$ cat src/rtl/ud_ctrl_pkg.sv
// Shared types and constants for the pushbutton up/down count front-end.
package ud_ctrl_pkg;

    typedef enum logic [2:0] {
        IDLE     = 3'd0,
        PRESS    = 3'd1,
        HOLD     = 3'd2,
        REPEAT   = 3'd3,
        WAIT_REL = 3'd4
    } ud_ctrl_state_t;

    localparam logic DIR_UP = 1'b1;
    localparam logic DIR_DN = 1'b0;

    function automatic int max_int(input int a, input int b);
        return (a > b) ? a : b;
    endfunction

endpackage

$ cat src/rtl/btn_debounce.sv
// Two-flop synchronizer plus counting debouncer for one raw pushbutton.
// Outputs the accepted (debounced) level and a one-cycle flag in the cycle
// that level first reads high.
module btn_debounce #(
    parameter int DEBOUNCE_CYCLES = 16
) (
    input  logic clk,
    input  logic reset,
    input  logic raw,
    output logic level,
    output logic rise
);

    localparam int CNT_W = $clog2(DEBOUNCE_CYCLES + 1);
    // The flip happens on the sample that would bring the count to
    // DEBOUNCE_CYCLES, so the counter itself never has to hold that value.
    localparam logic [CNT_W-1:0] CNT_LAST = CNT_W'(DEBOUNCE_CYCLES - 1);

    logic             sync1_reg;
    logic             sync2_reg;
    logic             level_reg;
    logic             rise_reg;
    logic [CNT_W-1:0] cnt_reg;

    // Synchronize the raw input, then accept a new level only after it has
    // disagreed with the current one for DEBOUNCE_CYCLES consecutive samples.
    always_ff @(posedge clk) begin
        if (reset) begin
            sync1_reg <= 1'b0;
            sync2_reg <= 1'b0;
            level_reg <= 1'b0;
            rise_reg  <= 1'b0;
            cnt_reg   <= '0;
        end else begin
            sync1_reg <= raw;
            sync2_reg <= sync1_reg;
            rise_reg  <= 1'b0;
            if (sync2_reg == level_reg) begin
                cnt_reg <= '0;
            end else if (cnt_reg == CNT_LAST) begin
                level_reg <= sync2_reg;
                rise_reg  <= sync2_reg;
                cnt_reg   <= '0;
            end else begin
                cnt_reg <= cnt_reg + 1'b1;
            end
        end
    end

    assign level = level_reg;
    assign rise  = rise_reg;

endmodule

$ cat src/rtl/ud_count_ctrl.sv
// Pushbutton front-end for the saturating up/down counter: debounces the up
// and down buttons and issues single-cycle count strobes, never into a
// saturated limit.
// Optional feature macro: UD_CTRL_AUTO_REPEAT_EN enables auto-repeat while a
// button is held. Without it, each press yields exactly one strobe.
module ud_count_ctrl
    import ud_ctrl_pkg::*;
#(
    parameter int DEBOUNCE_CYCLES = 16,
    parameter int REPEAT_DELAY    = 4096,
    parameter int REPEAT_RATE     = 1024
) (
    input  logic clk,
    input  logic reset,
    input  logic btn_up,
    input  logic btn_dn,
    input  logic at_max,
    input  logic at_min,
    output logic count_en,
    output logic count_up1_dwn0,
    output logic busy
);

    // Index 0 is the up button, index 1 the down button.
    logic [1:0] raw;
    logic [1:0] level;
    logic [1:0] rise;

    assign raw = {btn_dn, btn_up};

    generate
        for (genvar gi = 0; gi < 2; gi++) begin : g_btn
            btn_debounce #(
                .DEBOUNCE_CYCLES(DEBOUNCE_CYCLES)
            ) u_debounce (
                .clk  (clk),
                .reset(reset),
                .raw  (raw[gi]),
                .level(level[gi]),
                .rise (rise[gi])
            );
        end
    endgenerate

    logic up_level;
    logic dn_level;
    logic up_rise;
    logic dn_rise;

    assign up_level = level[0];
    assign dn_level = level[1];
    assign up_rise  = rise[0];
    assign dn_rise  = rise[1];

    ud_ctrl_state_t state_reg;
    ud_ctrl_state_t state_next;
    logic           dir_reg;
    logic           dir_next;
    logic           pulse_next;
    logic           count_en_reg;
    logic           count_dir_reg;

`ifdef UD_CTRL_AUTO_REPEAT_EN
    localparam int TIMER_W = $clog2(max_int(REPEAT_DELAY, REPEAT_RATE) + 1);

    logic [TIMER_W-1:0] timer_reg;
    logic [TIMER_W-1:0] timer_next;
    logic               active_level;
    logic               opposite_level;

    assign active_level   = (dir_reg == DIR_UP) ? up_level : dn_level;
    assign opposite_level = (dir_reg == DIR_UP) ? dn_level : up_level;

    // Repeat timer: loaded on PRESS/REPEAT, counts down through HOLD.
    always_ff @(posedge clk) begin
        if (reset) begin
            timer_reg <= '0;
        end else begin
            timer_reg <= timer_next;
        end
    end
`endif

    // FSM state, active direction and the registered strobe/direction outputs.
    always_ff @(posedge clk) begin
        if (reset) begin
            state_reg     <= IDLE;
            dir_reg       <= DIR_DN;
            count_en_reg  <= 1'b0;
            count_dir_reg <= DIR_DN;
        end else begin
            state_reg    <= state_next;
            dir_reg      <= dir_next;
            count_en_reg <= pulse_next;
            if (pulse_next) begin
                count_dir_reg <= dir_next;
            end
        end
    end

    // Next-state logic; the strobe is decided on entry to PRESS/REPEAT so the
    // registered output is high during that state.
    always_comb begin
        state_next = state_reg;
        dir_next   = dir_reg;
`ifdef UD_CTRL_AUTO_REPEAT_EN
        timer_next = timer_reg;
`endif
        case (state_reg)
            IDLE: begin
                if (up_rise && dn_rise) begin
                    state_next = WAIT_REL;
                end else if (up_rise && !dn_level) begin
                    state_next = PRESS;
                    dir_next   = DIR_UP;
                end else if (dn_rise && !up_level) begin
                    state_next = PRESS;
                    dir_next   = DIR_DN;
                end
            end
            PRESS: begin
`ifdef UD_CTRL_AUTO_REPEAT_EN
                timer_next = TIMER_W'(REPEAT_DELAY);
                state_next = HOLD;
`else
                state_next = WAIT_REL;
`endif
            end
`ifdef UD_CTRL_AUTO_REPEAT_EN
            HOLD: begin
                timer_next = timer_reg - 1'b1;
                if (!active_level) begin
                    state_next = IDLE;
                end else if (opposite_level) begin
                    state_next = WAIT_REL;
                end else if (timer_reg == TIMER_W'(1)) begin
                    state_next = REPEAT;
                end
            end
            REPEAT: begin
                timer_next = TIMER_W'(REPEAT_RATE);
                state_next = HOLD;
            end
`endif
            WAIT_REL: begin
                if (!up_level && !dn_level) begin
                    state_next = IDLE;
                end
            end
            default: begin
                state_next = IDLE;
            end
        endcase

        // A saturated limit drops the strobe but the FSM still advances.
        pulse_next = ((state_next == PRESS) || (state_next == REPEAT)) &&
                     !((dir_next == DIR_UP) ? at_max : at_min);
    end

    assign count_en       = count_en_reg;
    assign count_up1_dwn0 = count_dir_reg;
    assign busy           = (state_reg != IDLE);

endmodule

$ cat config.mk
export PLATFORM = sky130hd
export DESIGN_NAME = ud_count_ctrl
export DESIGN_NICKNAME = d
export VERILOG_FILES = /design/src/rtl/ud_ctrl_pkg.sv /design/src/rtl/btn_debounce.sv /design/src/rtl/ud_count_ctrl.sv
export SDC_FILE = /design/constraint.sdc
export NUM_CORES = 1
export LEC_CHECK = 0
export ABC_AREA = 0
export ABC_CLOCK_PERIOD_IN_PS = 1400
export BUFFER_PORTS_ARGS = -buffer_cell sky130_fd_sc_hd__buf_2
export CAP_MARGIN = 20
export CELL_PAD_IN_SITES_DETAIL_PLACEMENT = 0
export CELL_PAD_IN_SITES_GLOBAL_PLACEMENT = 1
export CORE_MARGIN = 4
export CORE_UTILIZATION = 42
export CTS_BUF_LIST = sky130_fd_sc_hd__clkbuf_2
export CTS_CLUSTER_DIAMETER = 150
export CTS_CLUSTER_SIZE = 25
export DETAILED_ROUTE_END_ITERATION = 12
export GPL_TIMING_DRIVEN = 0
export PLACE_DENSITY = 0.82
export SYNTH_ARGS = -nofsm -noshare
export SYNTH_HDL_FRONTEND = slang
export SYNTH_SLANG_ARGS = --single-unit
export TNS_END_PERCENT = 30
$ cat constraint.sdc
create_clock -name clk -period 1.4 [get_ports clk]
set_clock_uncertainty 0.05 [all_clocks]
set_input_delay 0.07 -clock clk [delete_from_list [all_inputs] [get_ports clk]]
set_output_delay 0.07 -clock clk [all_outputs]
set_load 0.02 [all_outputs]
==> reports/metrics.cfg <==
[die]
placeableCoreArea_um2=2042
initial_core_util_pct=45.77
die-height_um=55.18
die_area_um2=3044
row_count=16
num_io_pins=9
fp.dieW_um=55.18

[timing]
finalWorstSetupSlack_ps=-64.33
peak_clock_frequency_supported_by_timing_ghz=0.6829
setup_viol_count_final=10
final_max_slew_viol_count=0
finalHoldViolations=0
rsz0062_at_grt=yes
final.min_clock_period_ps=1464
post-route-period-util_pct=104.6

[cts]
cts-htree-levels=1
clock-sinks=24
clkTransAtPathRegs_ps=220
cts_tree=built
cts_buffer_depth=2
tritoncts.num_buffers=3
clock_insertion_delay_worst_skew_ps=330
cts-root-buf=sky130_fd_sc_hd__clkbuf_2

[setup_path]
cp_max_fo=5
timing.critical_path.max_delay_family=simple AND/OR/NAND/NOR gates
crit_chain=ha_4, and3_4, ha_4, or3_4, nor2_1
worst_path_largest_cell_delay_ps=400
critical_path.n_buffers_inverters=0
crit_arrival_ps=1700
cpMaxStageDelayCell=sky130_fd_sc_hd__or3_4
timing.critical_path.required_ps=1630
critical_path.most_common_cell=sky130_fd_sc_hd__ha_4
critical_path_class=reg -> reg
worstSetupEndpointType=flop
critPathLaunchType=flop

[global_routing]
track_usage_pct=11.95
met1_usage_pct=14.85
grt_pass1_wl_um=2559
grt_start_max_net_pins=15
antenna_found_initial=0
groute.layer.met2.usage_pct=19.49
number_of_global_route_vias_before_repair=621
grt.met3_usage_pct=2.413
gr-total-overflow=0
grt_most_used_layer=met2

[outcome]
violated_checks=negative setup slack
outcome=finished with violations

[routing]
route.detailed.wl_per_inst_um=10.97
dr.pass1.iters=4
drt-total-wl_um=1503
route.antenna.remaining_nets=0
detail_route.vias_per_cell=4.825
first_iter_violations=7
detailroute.via_count=661
drt_drc_violations_left=0

[cells_and_area]
area_growth_pct=31.33
largest_reg_flops=10
utilization_pct=60.11
antenna_cells_inserted=0
design_area_um2=1227
layout.nets=121
instances_no_fill=137
drive_gt1_share_pct=41.82
layout_filler_cell_count=173

[place]
gp_weighted_congestion=0.6447
dp.cells=124
dp_hpwl_um=1047
detailed_place.area_um2=1039
placement.io_buffers=8

[logic_synthesis]
synth.yosys.seq_area_share_pct=51.41
synth_top_area_share_pct=51.41
syn-cell-area_um2=934.6
postSynthRegisterBits=24
synth_instances=89
synth_fp_nets=99
yosysTopAreaCell=sky130_fd_sc_hd__dfxtp_1
avgSynthCellArea_um2=10.50
synth_top_cells_by_area=sky130_fd_sc_hd__dfxtp_1 51%, sky130_fd_sc_hd__ha_1 5.4%, sky130_fd_sc_hd__nor2_1 5.2%
yosys_warnings=0
post_synth_num_cell_types=29

[power]
cellPowerDensity_nw_per_um2=974.1
worst_ir_drop_vdd_v=0.0005914
leakage_power_of_the_design_nw=0.4666

[flow_run]
max_cap_viol_count=0

[min_path]
hold_path_class=in -> reg

-- cell usage after synthesis --
master,instances
sky130_fd_sc_hd__a2111oi_0,1
sky130_fd_sc_hd__a211oi_1,1
sky130_fd_sc_hd__a21oi_1,2
sky130_fd_sc_hd__a21oi_2,1
sky130_fd_sc_hd__a31o_4,1
sky130_fd_sc_hd__and3_1,3
sky130_fd_sc_hd__and4bb_2,2
sky130_fd_sc_hd__clkbuf_1,1
sky130_fd_sc_hd__conb_1,1
sky130_fd_sc_hd__dfxtp_1,24
sky130_fd_sc_hd__ha_1,4
sky130_fd_sc_hd__inv_1,7
sky130_fd_sc_hd__mux2i_1,2
sky130_fd_sc_hd__nand2_1,1
sky130_fd_sc_hd__nand3_1,2
sky130_fd_sc_hd__nor2_1,13
sky130_fd_sc_hd__nor2_2,1
sky130_fd_sc_hd__nor2b_1,5
sky130_fd_sc_hd__nor3_4,1
sky130_fd_sc_hd__nor3b_1,1
sky130_fd_sc_hd__nor3b_2,1
sky130_fd_sc_hd__o211a_1,1
sky130_fd_sc_hd__o211ai_1,1
sky130_fd_sc_hd__o21a_1,1
sky130_fd_sc_hd__o21ai_0,2
sky130_fd_sc_hd__o21bai_1,1
sky130_fd_sc_hd__or3_4,2
sky130_fd_sc_hd__xnor2_1,4
sky130_fd_sc_hd__xor2_1,2
-- report_power, final --
group	total, mW	switching, mW	internal, mW
registers	0.700	0.00588	0.694
clock network	0.446	0.200	0.246
logic	0.0501	0.0228	0.0274
-- area by class of cell --
| class | instances | area [µm²] | share of cell area, % |
|---|---|---|---|
| buffer | 1 | 3.754 | 0.3058 |
| clock buffer | 3 | 15.01 | 1.223 |
| clock inverter | 1 | 30.03 | 2.446 |
| inverter | 7 | 26.28 | 2.141 |
| multi-input combinational | 57 | 510.5 | 41.59 |
| sequential | 24 | 490.5 | 39.96 |
| tap | 27 | 33.78 | 2.752 |
| timing repair buffer | 17 | 117.6 | 9.582 |
-- repair_timing --
action | 4_1_cts | 5_1_grt
resized for setup | 9 | 11
endpoints found under the setup margin | 11 | 13
endpoints found under the hold margin | 7 | 0
pin swaps | 9 | 4
hold buffers | 4 | 0
setup buffers | 5 | 0
-- placed cells by master (no fill, tap or decap), types with 2 or more instances in the layout --
master and count:
sky130_fd_sc_hd__dfxtp_1 16, sky130_fd_sc_hd__dfxtp_2 8, sky130_fd_sc_hd__buf_2 8, sky130_fd_sc_hd__inv_1 7, sky130_fd_sc_hd__nor2_1 7, sky130_fd_sc_hd__nor2_2 6, sky130_fd_sc_hd__nor2b_1 5, sky130_fd_sc_hd__buf_4 5
sky130_fd_sc_hd__xnor2_1 4, sky130_fd_sc_hd__ha_4 4, sky130_fd_sc_hd__dlygate4sd3_1 4, sky130_fd_sc_hd__clkbuf_2 3, sky130_fd_sc_hd__and3_4 2, sky130_fd_sc_hd__or3_4 2, sky130_fd_sc_hd__nand3_1 2, sky130_fd_sc_hd__xor2_1 2
sky130_fd_sc_hd__a21oi_1 2, sky130_fd_sc_hd__and4bb_2 2, sky130_fd_sc_hd__mux2i_1 2
-- worst paths after layout --
| check | startpoint | endpoint | slack [ps] | cells past startpoint |
|---|---|---|---|---|
| max | g_btn[0].u_debounce.cnt_reg[0]$_SDFF_PP0_ | g_btn[0].u_debounce.cnt_reg[2]$_SDFF_PP0_ | -60 | 5 |
| min | at_max | count_en$_SDFF_PP0_ | 110 | 4 |
| max reg2reg | g_btn[0].u_debounce.cnt_reg[0]$_SDFF_PP0_ | g_btn[0].u_debounce.cnt_reg[2]$_SDFF_PP0_ | -60 | 5 |
| min reg2reg | g_btn[0].u_debounce.sync1_reg$_SDFF_PP0_ | g_btn[0].u_debounce.sync2_reg$_SDFF_PP0_ | 410 | 1 |
-- kinds of logic after synthesis --
| family | count (synthesis) | share of synthesized area (%) |
|---|---|---|
| AND/OR/NAND/NOR | 32 | 21.69 |
| XOR/XNOR | 6 | 5.622 |
| other | 1 | 0.4012 |
| buffers and inverters | 8 | 3.213 |
| AO/OA/AOI/OAI | 12 | 10.18 |
| adder cells (fa/ha/maj) | 4 | 5.355 |
| multiplexers | 2 | 2.142 |
| flip-flops | 24 | 51.41 |
-- metrics by stage --
stage	TNS, ps	setup slack, ps	hold slack, ps	power (mW)
2_1_floorplan	0	1.252	111.5	0.7344
3_3_place_gp	-323.7	-47.66	232.3	0.7479
3_5_place_dp	-590.4	-92.01	242.0	0.7490
4_1_cts	-542.6	-75.07	88.24	1.211
5_1_grt	-809.5	-100.1	114.6	1.236
6_report	-338.4	-64.33	112.3	1.196
-- layer usage --
layer / vias up / wire length [µm]
met4: 0 / 14
met1: 304 / 684
met3: 4 / 54
li1: 340 / -
met2: 13 / 749
met5: - / 0
-- tightest hold or removal path: stages --
cell and delay [ps]:
sky130_fd_sc_hd__buf_2 90, sky130_fd_sc_hd__inv_1 60, sky130_fd_sc_hd__and3_1 140, sky130_fd_sc_hd__o21a_1 120
No activity file was read; power rests on OpenSTA's default activity.
